**src/rtl/fifo_dict_pkg.sv**
```systemverilog
// fifo_dict shared constants and width helpers.
// Holds the default geometry and the EW/IW width functions.
package fifo_dict_pkg;

  localparam int DEF_DATA_WIDTH = 32;
  localparam int DEF_WORDS_PER_ENTRY = 16;
  localparam int DEF_NUM_ENTRIES = 4;

  function automatic int ew_f(input int n);
    return $clog2(n);
  endfunction

  function automatic int iw_f(input int n, input int w);
    return $clog2(n * w);
  endfunction

endpackage

```
**src/rtl/fifo_dict_match_enc.sv**
```systemverilog
// Valid-masked word compare with lowest-index priority encode.
// In: flat storage, valid bits, key. Out: hit, flat index.
module fifo_dict_match_enc
  import fifo_dict_pkg::*;
#(
  parameter int DW = DEF_DATA_WIDTH,
  parameter int N  = DEF_NUM_ENTRIES * DEF_WORDS_PER_ENTRY,
  parameter int IW = $clog2(N)
) (
  input  logic [N*DW-1:0] i_mem,
  input  logic [N-1:0]    i_valid,
  input  logic [DW-1:0]   i_key,
  output logic            o_hit,
  output logic [IW-1:0]   o_idx
);

  // Scan high to low so the lowest match is the last to win.
  always_comb begin
    o_hit = 1'b0;
    o_idx = '0;
    for (int i = N - 1; i >= 0; i--) begin
      if (i_valid[i] && (i_mem[i*DW +: DW] == i_key)) begin
        o_hit = 1'b1;
        o_idx = IW'(i);
      end
    end
  end

endmodule

```
**src/rtl/fifo_dict_multi.sv**
```systemverilog
// Ring of multi-word entries with a 1-cycle associative lookup.
// Ports: write stream, lookup req/result, entry readout, status.
module fifo_dict_multi
  import fifo_dict_pkg::*;
#(
  parameter int DATA_WIDTH      = DEF_DATA_WIDTH,
  parameter int WORDS_PER_ENTRY = DEF_WORDS_PER_ENTRY,
  parameter int NUM_ENTRIES     = DEF_NUM_ENTRIES
) (
  input  logic i_clk,
  input  logic i_reset_n,
  input  logic i_clear,
  input  logic i_wr,
  input  logic [DATA_WIDTH-1:0] i_w_data,
  input  logic i_lookup,
  input  logic [DATA_WIDTH-1:0] i_lookup_data,
  input  logic [ew_f(NUM_ENTRIES)-1:0] i_rd_entry,
  output logic [WORDS_PER_ENTRY*DATA_WIDTH-1:0] o_r_data,
  output logic o_lookup_valid,
  output logic o_hit,
  output logic [iw_f(NUM_ENTRIES, WORDS_PER_ENTRY)-1:0] o_hit_idx,
  output logic o_entry_done,
  output logic [ew_f(NUM_ENTRIES)-1:0] o_wr_entry,
  output logic [iw_f(NUM_ENTRIES, WORDS_PER_ENTRY):0] o_num_valid
);

  localparam int DW  = DATA_WIDTH;
  localparam int EW  = ew_f(NUM_ENTRIES);
  localparam int WW  = $clog2(WORDS_PER_ENTRY);
  localparam int IW  = EW + WW;
  localparam int TOT = NUM_ENTRIES * WORDS_PER_ENTRY;

  logic [DW-1:0]  mem_q [TOT];
  logic [TOT*DW-1:0] mem_flat;

  logic [WW-1:0]  widx_q, widx_d;
  logic [EW-1:0]  went_q, went_d;
  logic [TOT-1:0] valid_q, valid_d;
  logic [IW:0]    nvalid_q, nvalid_d;
  logic           lkv_q, lkv_d;
  logic           hit_q, hit_d;
  logic [IW-1:0]  hidx_q, hidx_d;
  logic           done_q, done_d;

  logic           wr_en;
  logic           last_word;
  logic [IW-1:0]  wr_addr;
  logic           enc_hit;
  logic [IW-1:0]  enc_idx;

  assign wr_en     = i_wr & ~i_clear;
  assign wr_addr   = {went_q, widx_q};
  assign last_word = (widx_q == WW'(WORDS_PER_ENTRY - 1));

  always_comb begin
    mem_flat = '0;
    for (int i = 0; i < TOT; i++) begin
      mem_flat[i*DW +: DW] = mem_q[i];
    end
  end

  always_comb begin
    o_r_data = '0;
    for (int w = 0; w < WORDS_PER_ENTRY; w++) begin
      o_r_data[w*DW +: DW] = mem_q[{i_rd_entry, WW'(w)}];
    end
  end

  fifo_dict_match_enc #(
    .DW (DW),
    .N  (TOT),
    .IW (IW)
  ) u_enc (
    .i_mem   (mem_flat),
    .i_valid (valid_q),
    .i_key   (i_lookup_data),
    .o_hit   (enc_hit),
    .o_idx   (enc_idx)
  );

  always_comb begin
    widx_d   = widx_q;
    went_d   = went_q;
    valid_d  = valid_q;
    nvalid_d = nvalid_q;
    done_d   = 1'b0;
    if (i_clear) begin
      widx_d   = '0;
      went_d   = '0;
      valid_d  = '0;
      nvalid_d = '0;
    end else if (i_wr) begin
      valid_d[wr_addr] = 1'b1;
      widx_d = widx_q + 1'b1;
      if (!valid_q[wr_addr] && nvalid_q != (IW+1)'(TOT)) begin
        nvalid_d = nvalid_q + 1'b1;
      end
      if (last_word) begin
        went_d = went_q + 1'b1;
        done_d = 1'b1;
      end
    end
  end

  // Lookup sees pre-edge state; a clear forces a miss.
  always_comb begin
    lkv_d  = i_lookup;
    hit_d  = i_lookup & ~i_clear & enc_hit;
    hidx_d = hit_d ? enc_idx : '0;
  end

  always_ff @(posedge i_clk) begin
    if (wr_en) begin
      mem_q[wr_addr] <= i_w_data;
    end
  end

  always_ff @(posedge i_clk or negedge i_reset_n) begin
    if (!i_reset_n) begin
      widx_q   <= '0;
      went_q   <= '0;
      valid_q  <= '0;
      nvalid_q <= '0;
      lkv_q    <= 1'b0;
      hit_q    <= 1'b0;
      hidx_q   <= '0;
      done_q   <= 1'b0;
    end else begin
      widx_q   <= widx_d;
      went_q   <= went_d;
      valid_q  <= valid_d;
      nvalid_q <= nvalid_d;
      lkv_q    <= lkv_d;
      hit_q    <= hit_d;
      hidx_q   <= hidx_d;
      done_q   <= done_d;
    end
  end

  assign o_lookup_valid = lkv_q;
  assign o_hit          = hit_q;
  assign o_hit_idx      = hidx_q;
  assign o_entry_done   = done_q;
  assign o_wr_entry     = went_q;
  assign o_num_valid    = nvalid_q;

endmodule

```
**config.mk**
```make
export PLATFORM = sky130hd
export DESIGN_NAME = fifo_dict_multi
export DESIGN_NICKNAME = d
export VERILOG_FILES = /design/src/rtl/fifo_dict_pkg.sv /design/src/rtl/fifo_dict_match_enc.sv /design/src/rtl/fifo_dict_multi.sv
export SDC_FILE = /design/constraint.sdc
export NUM_CORES = 2
export LEC_CHECK = 0
export CAP_MARGIN = 20
export CORE_AREA = 3 3 510 512
export CTS_BUF_LIST = sky130_fd_sc_hd__clkbuf_4
export CTS_CLUSTER_DIAMETER = 30
export CTS_CLUSTER_SIZE = 14
export DETAILED_ROUTE_END_ITERATION = 16
export DIE_AREA = 0 0 513 515
export PLACE_DENSITY = 0.65
export SLEW_MARGIN = 40
export SYNTH_ARGS = -nofsm -noshare
export SYNTH_HDL_FRONTEND = slang
export SYNTH_HIERARCHICAL = 1
export SYNTH_SLANG_ARGS = --single-unit
```
**constraint.sdc**
```tcl
create_clock -name i_clk -period 4.8 [get_ports i_clk]
set_input_delay 0.72 -clock i_clk [delete_from_list [all_inputs] [get_ports i_clk]]
set_output_delay 0.72 -clock i_clk [all_outputs]
set_load 0.03 [all_outputs]
```
==> metrics.yaml <==
power_and_ir_drop:
  ir_worst_vdd_uv: 246
  leakagePower_uw: 0.0384
  power_density_nw_per_um2: 350
logic_synthesis:
  yosys_warnings: 6
  ys_types: 61
  syn_nets: 6359
  syn_area_um2: 102000
  syn_avg_cell_area_um2: 16.3
  synth_sequential_area_ratio_pct: 62.2
  synth_ff_type: "edfxtp_1"
  synth-seq-cells: 2134
  synth_edf_count: 2048
  async_flop_share_pct: 4.03
  netlist_instances: 6281
worst_hold_path:
  min_to: "mem_q[41][22]"
  min_path_type: "input port to flop"
  holdPathStages: 2
  hold_path_startpoint: "i_w_data[22]"
worst_setup_path:
  r2r_start: "mem_q[63][18]"
  reg2reg_depth: 13
  setup.worst_path.end_class: "flop"
  crit_start: "mem_q[63][18]"
  crit_path_start_kind: "flop"
  cp.arrival_ps: 5630
  reg2reg_slack_ps: 540
  critPathMaxFanout: 3
  worstPathCellList: "xnor2_1 -> nand4_1 -> nor4_1 -> nand3_1 -> a211oi_1 -> buf_4 -> o21bai_1 -> a31oi_1 -> o211ai_1 -> a2111oi_2 -> o221ai_1 -> a221oi_2 -> and2_1"
  max_stage_delay_ps: 780
  path_class: "flop to flop"
  critPathSlowestCell: "xnor2_1"
  rr_endpoint: "o_hit_idx[1]"
  required_ps: 6170
drt:
  drcViolationCount: 0
  ant_nets: 0
  num_vias: 68300
  dr.pass1.iters: 6
  viasPerCell: 6.12
  drt_iter0_markers: 11100
  routedWlPerCell_um: 38.8
  finalWirelength_mm: 434
sta:
  worst_pin_slew_ps: 897
  finalSetupTns_ps: 0
  hold_viol: 0
  finClkSkew_ps: 180
  setup_slack_ps: 539
  timing.fmax_mhz: 235
  finalSetupViolCount: 0
  drv_slew: 0
  rsz0062_at_grt: "false"
  period_share_pct: 88.8
  fin_crit_ps: 4260
  relSlewSlack_pct: 39.8
  holdWs_ps: 125
cts:
  ctsResizeCount: 0
  cts_setup_buffers: 0
  clk_path_buf_depth: 4
  hold_buffers: 37
  clkTransAtPathRegs_ps: 90
  clk_latency_ps: 1540
  clock-sinks: 2134
  cts_max_level: 5
  cts_tree: "yes"
  cts-root-buf: "clkbuf_4"
  cts_made_buffers: 464
global_routing:
  grtUsageMet2_pct: 48.6
  use_met1_pct: 42.9
  grt_antenna_before_repair: 43
  grt-ovfl-total: 0
  grt_util_met3_pct: 8.41
  grt_pass1_wl_mm: 581
  grt_pass1_vias: 67000
  grt_max_degree: 74
  grt.total_usage_pct: 32.1
  top_usage_layer: "met2"
place:
  port_buffers: 600
  gp_congestion: 0.992
  dp_slack_ps: 129
  dp_hpwl_mm: 311
floorplanning:
  dieWidth_um: 513
  start_util_pct: 39.9
  coreArea_um2: 256000
  dieArea_um2: 264000
  io_pins: 601
  fp.dieH_um: 515
  row_count: 186
layout:
  nets: 7471
  final_core_util_pct: 47.9
  syn2layout_area_growth_pct: 20.0
  drive_gt1_share_pct: 24.0
job:
  max_cap_violations: 0
status:
  status: "finished, final reports clean"
-- through the flow --
stage,total power (uW),area [um^2],instances
after detailed placement,25600,115000,10300
after global routing,44100,123000,11200
after global placement,25600,115000,10300
final,42900,123000,11200
after CTS,43000,123000,11200
after floorplan,23200,102000,6281
-- how the worst max path moves through the flow --
stage | cells after the start | to
finish | 13 | o_hit_idx[1]
global route | 13 | o_hit_idx[1]
CTS | 2 | o_r_data[498]
detailed placement | 15 | o_hit_idx[3]
global placement | 15 | o_hit_idx[1]
floorplan | 5 | mem_q[49][0]
-- worst max-delay path: cells and delay by family (launching register included) --
| kind | cells | cell delay (ps) |
|---|---|---|
| flops | 1 | 590 |
| xor+xnor | 1 | 780 |
| simple gates | 4 | 990 |
| buf+inv | 1 | 170 |
| compound gates | 7 | 1660 |
-- where the power goes --
group          switching (uW)  internal [uW]  total (uW)
combinational            3160           1650        4820
sequential               48.8          20400       20500
clock                    8240           9430       17700
total                   11500          31500       42900
-- registers in the layout (all words and copies together), names as in the netlist --
signal / count
mem_q: 2048
o_hit: 1
valid_q: 64
widx_q: 4
o_num_valid: 7
o_lookup_valid: 1
o_entry_done: 1
o_wr_entry: 2
o_hit_idx: 6
-- cell families (layout without fill, tap and decap cells) --
logic type	after synthesis	count (layout)	share of synthesized area [%]
adders and majority gates	7	7	0.0856
buffers and inverters	459	1951	2.22
muxes	535	535	11.6
and+or+nand+nor	950	950	5.40
other	0	12	0
AOI/OAI and AO/OA	144	144	0.938
DFF	2134	2134	62.2
xor gates and xnor gates	2052	2052	17.6
-- synthesized netlist by cell type, types with 3 or more instances --
| cell | number | area (um^2) |
|---|---|---|
| edfxtp_1 | 2048 | 61500 |
| xnor2_1 | 1642 | 14400 |
| mux4_2 | 520 | 11700 |
| nand4_1 | 426 | 2670 |
| xor2_1 | 407 | 3560 |
| buf_2 | 168 | 841 |
| nor4_1 | 158 | 988 |
| nor2_1 | 98 | 368 |
| nand3_1 | 87 | 435 |
| dfrtp_1 | 86 | 2150 |
| inv_1 | 85 | 319 |
| buf_1 | 79 | 297 |
| o22ai_1 | 66 | 413 |
| clkbuf_1 | 65 | 244 |
| nand2_1 | 52 | 195 |
| or4_1 | 49 | 368 |
| buf_4 | 35 | 263 |
| buf_6 | 25 | 282 |
| nor3_1 | 25 | 125 |
| o21ai_0 | 19 | 95.1 |
| a21oi_1 | 15 | 75.1 |
| and3_1 | 12 | 75.1 |
| and2_1 | 11 | 68.8 |
| mux2i_1 | 11 | 110 |
| nand2b_1 | 8 | 50.1 |
| nor2b_1 | 8 | 50.1 |
| ha_1 | 7 | 87.6 |
| a31oi_1 | 5 | 31.3 |
| and3b_1 | 5 | 43.8 |
| a221oi_1 | 4 | 35.0 |
| a2111oi_0 | 3 | 26.3 |
| mux2_1 | 3 | 33.8 |
| nor3b_1 | 3 | 22.5 |
| o211ai_1 | 3 | 22.5 |
| o41ai_1 | 3 | 26.3 |
| or2_2 | 3 | 18.8 |
| xnor2_2 | 3 | 48.8 |
-- per-layer routing --
layer | share of wire [%] | wire length (um)
met2 | 45 | 193000
met4 | 6.0 | 26000
met1 | 37 | 161000
met3 | 12 | 53000
met5 | 0.064 | 279
-- cell usage in the layout, fill, tap and decap left out, drive strengths merged, types with 4 or more instances in the layout --
cell              n
edfxtp         2048
xnor2          1645
mux4            520
clkbuf          518
clkdlybuf4s50   492
buf             492
nand4           426
xor2            407
clkinv          179
nor4            158
inv             100
nor2             98
nand3            87
dfrtp            86
bufinv           73
o22ai            66
clkinvlp         61
nand2            52
or4              50
dlygate4sd3      36
nor3             26
o21ai            21
a21oi            15
diode            12
and3             12
and2             11
mux2i            11
nor2b             8
nand2b            8
ha                7
a2111oi           6
and3b             5
a31oi             5
a221oi            5
mux2              4
-- area by class of cell --
cell class              instances  area [um^2]
well taps                    3384         4230
clock inverters               328         3640
fillers                     21900       133000
inverters                      85          319
diodes                         12         30.0
repair buffers               1020        10100
clock buffers                 518         3890
flip-flops and latches       2134        63700
multi-input cells            3688        37000
No activity file was read; power rests on OpenSTA's default activity.
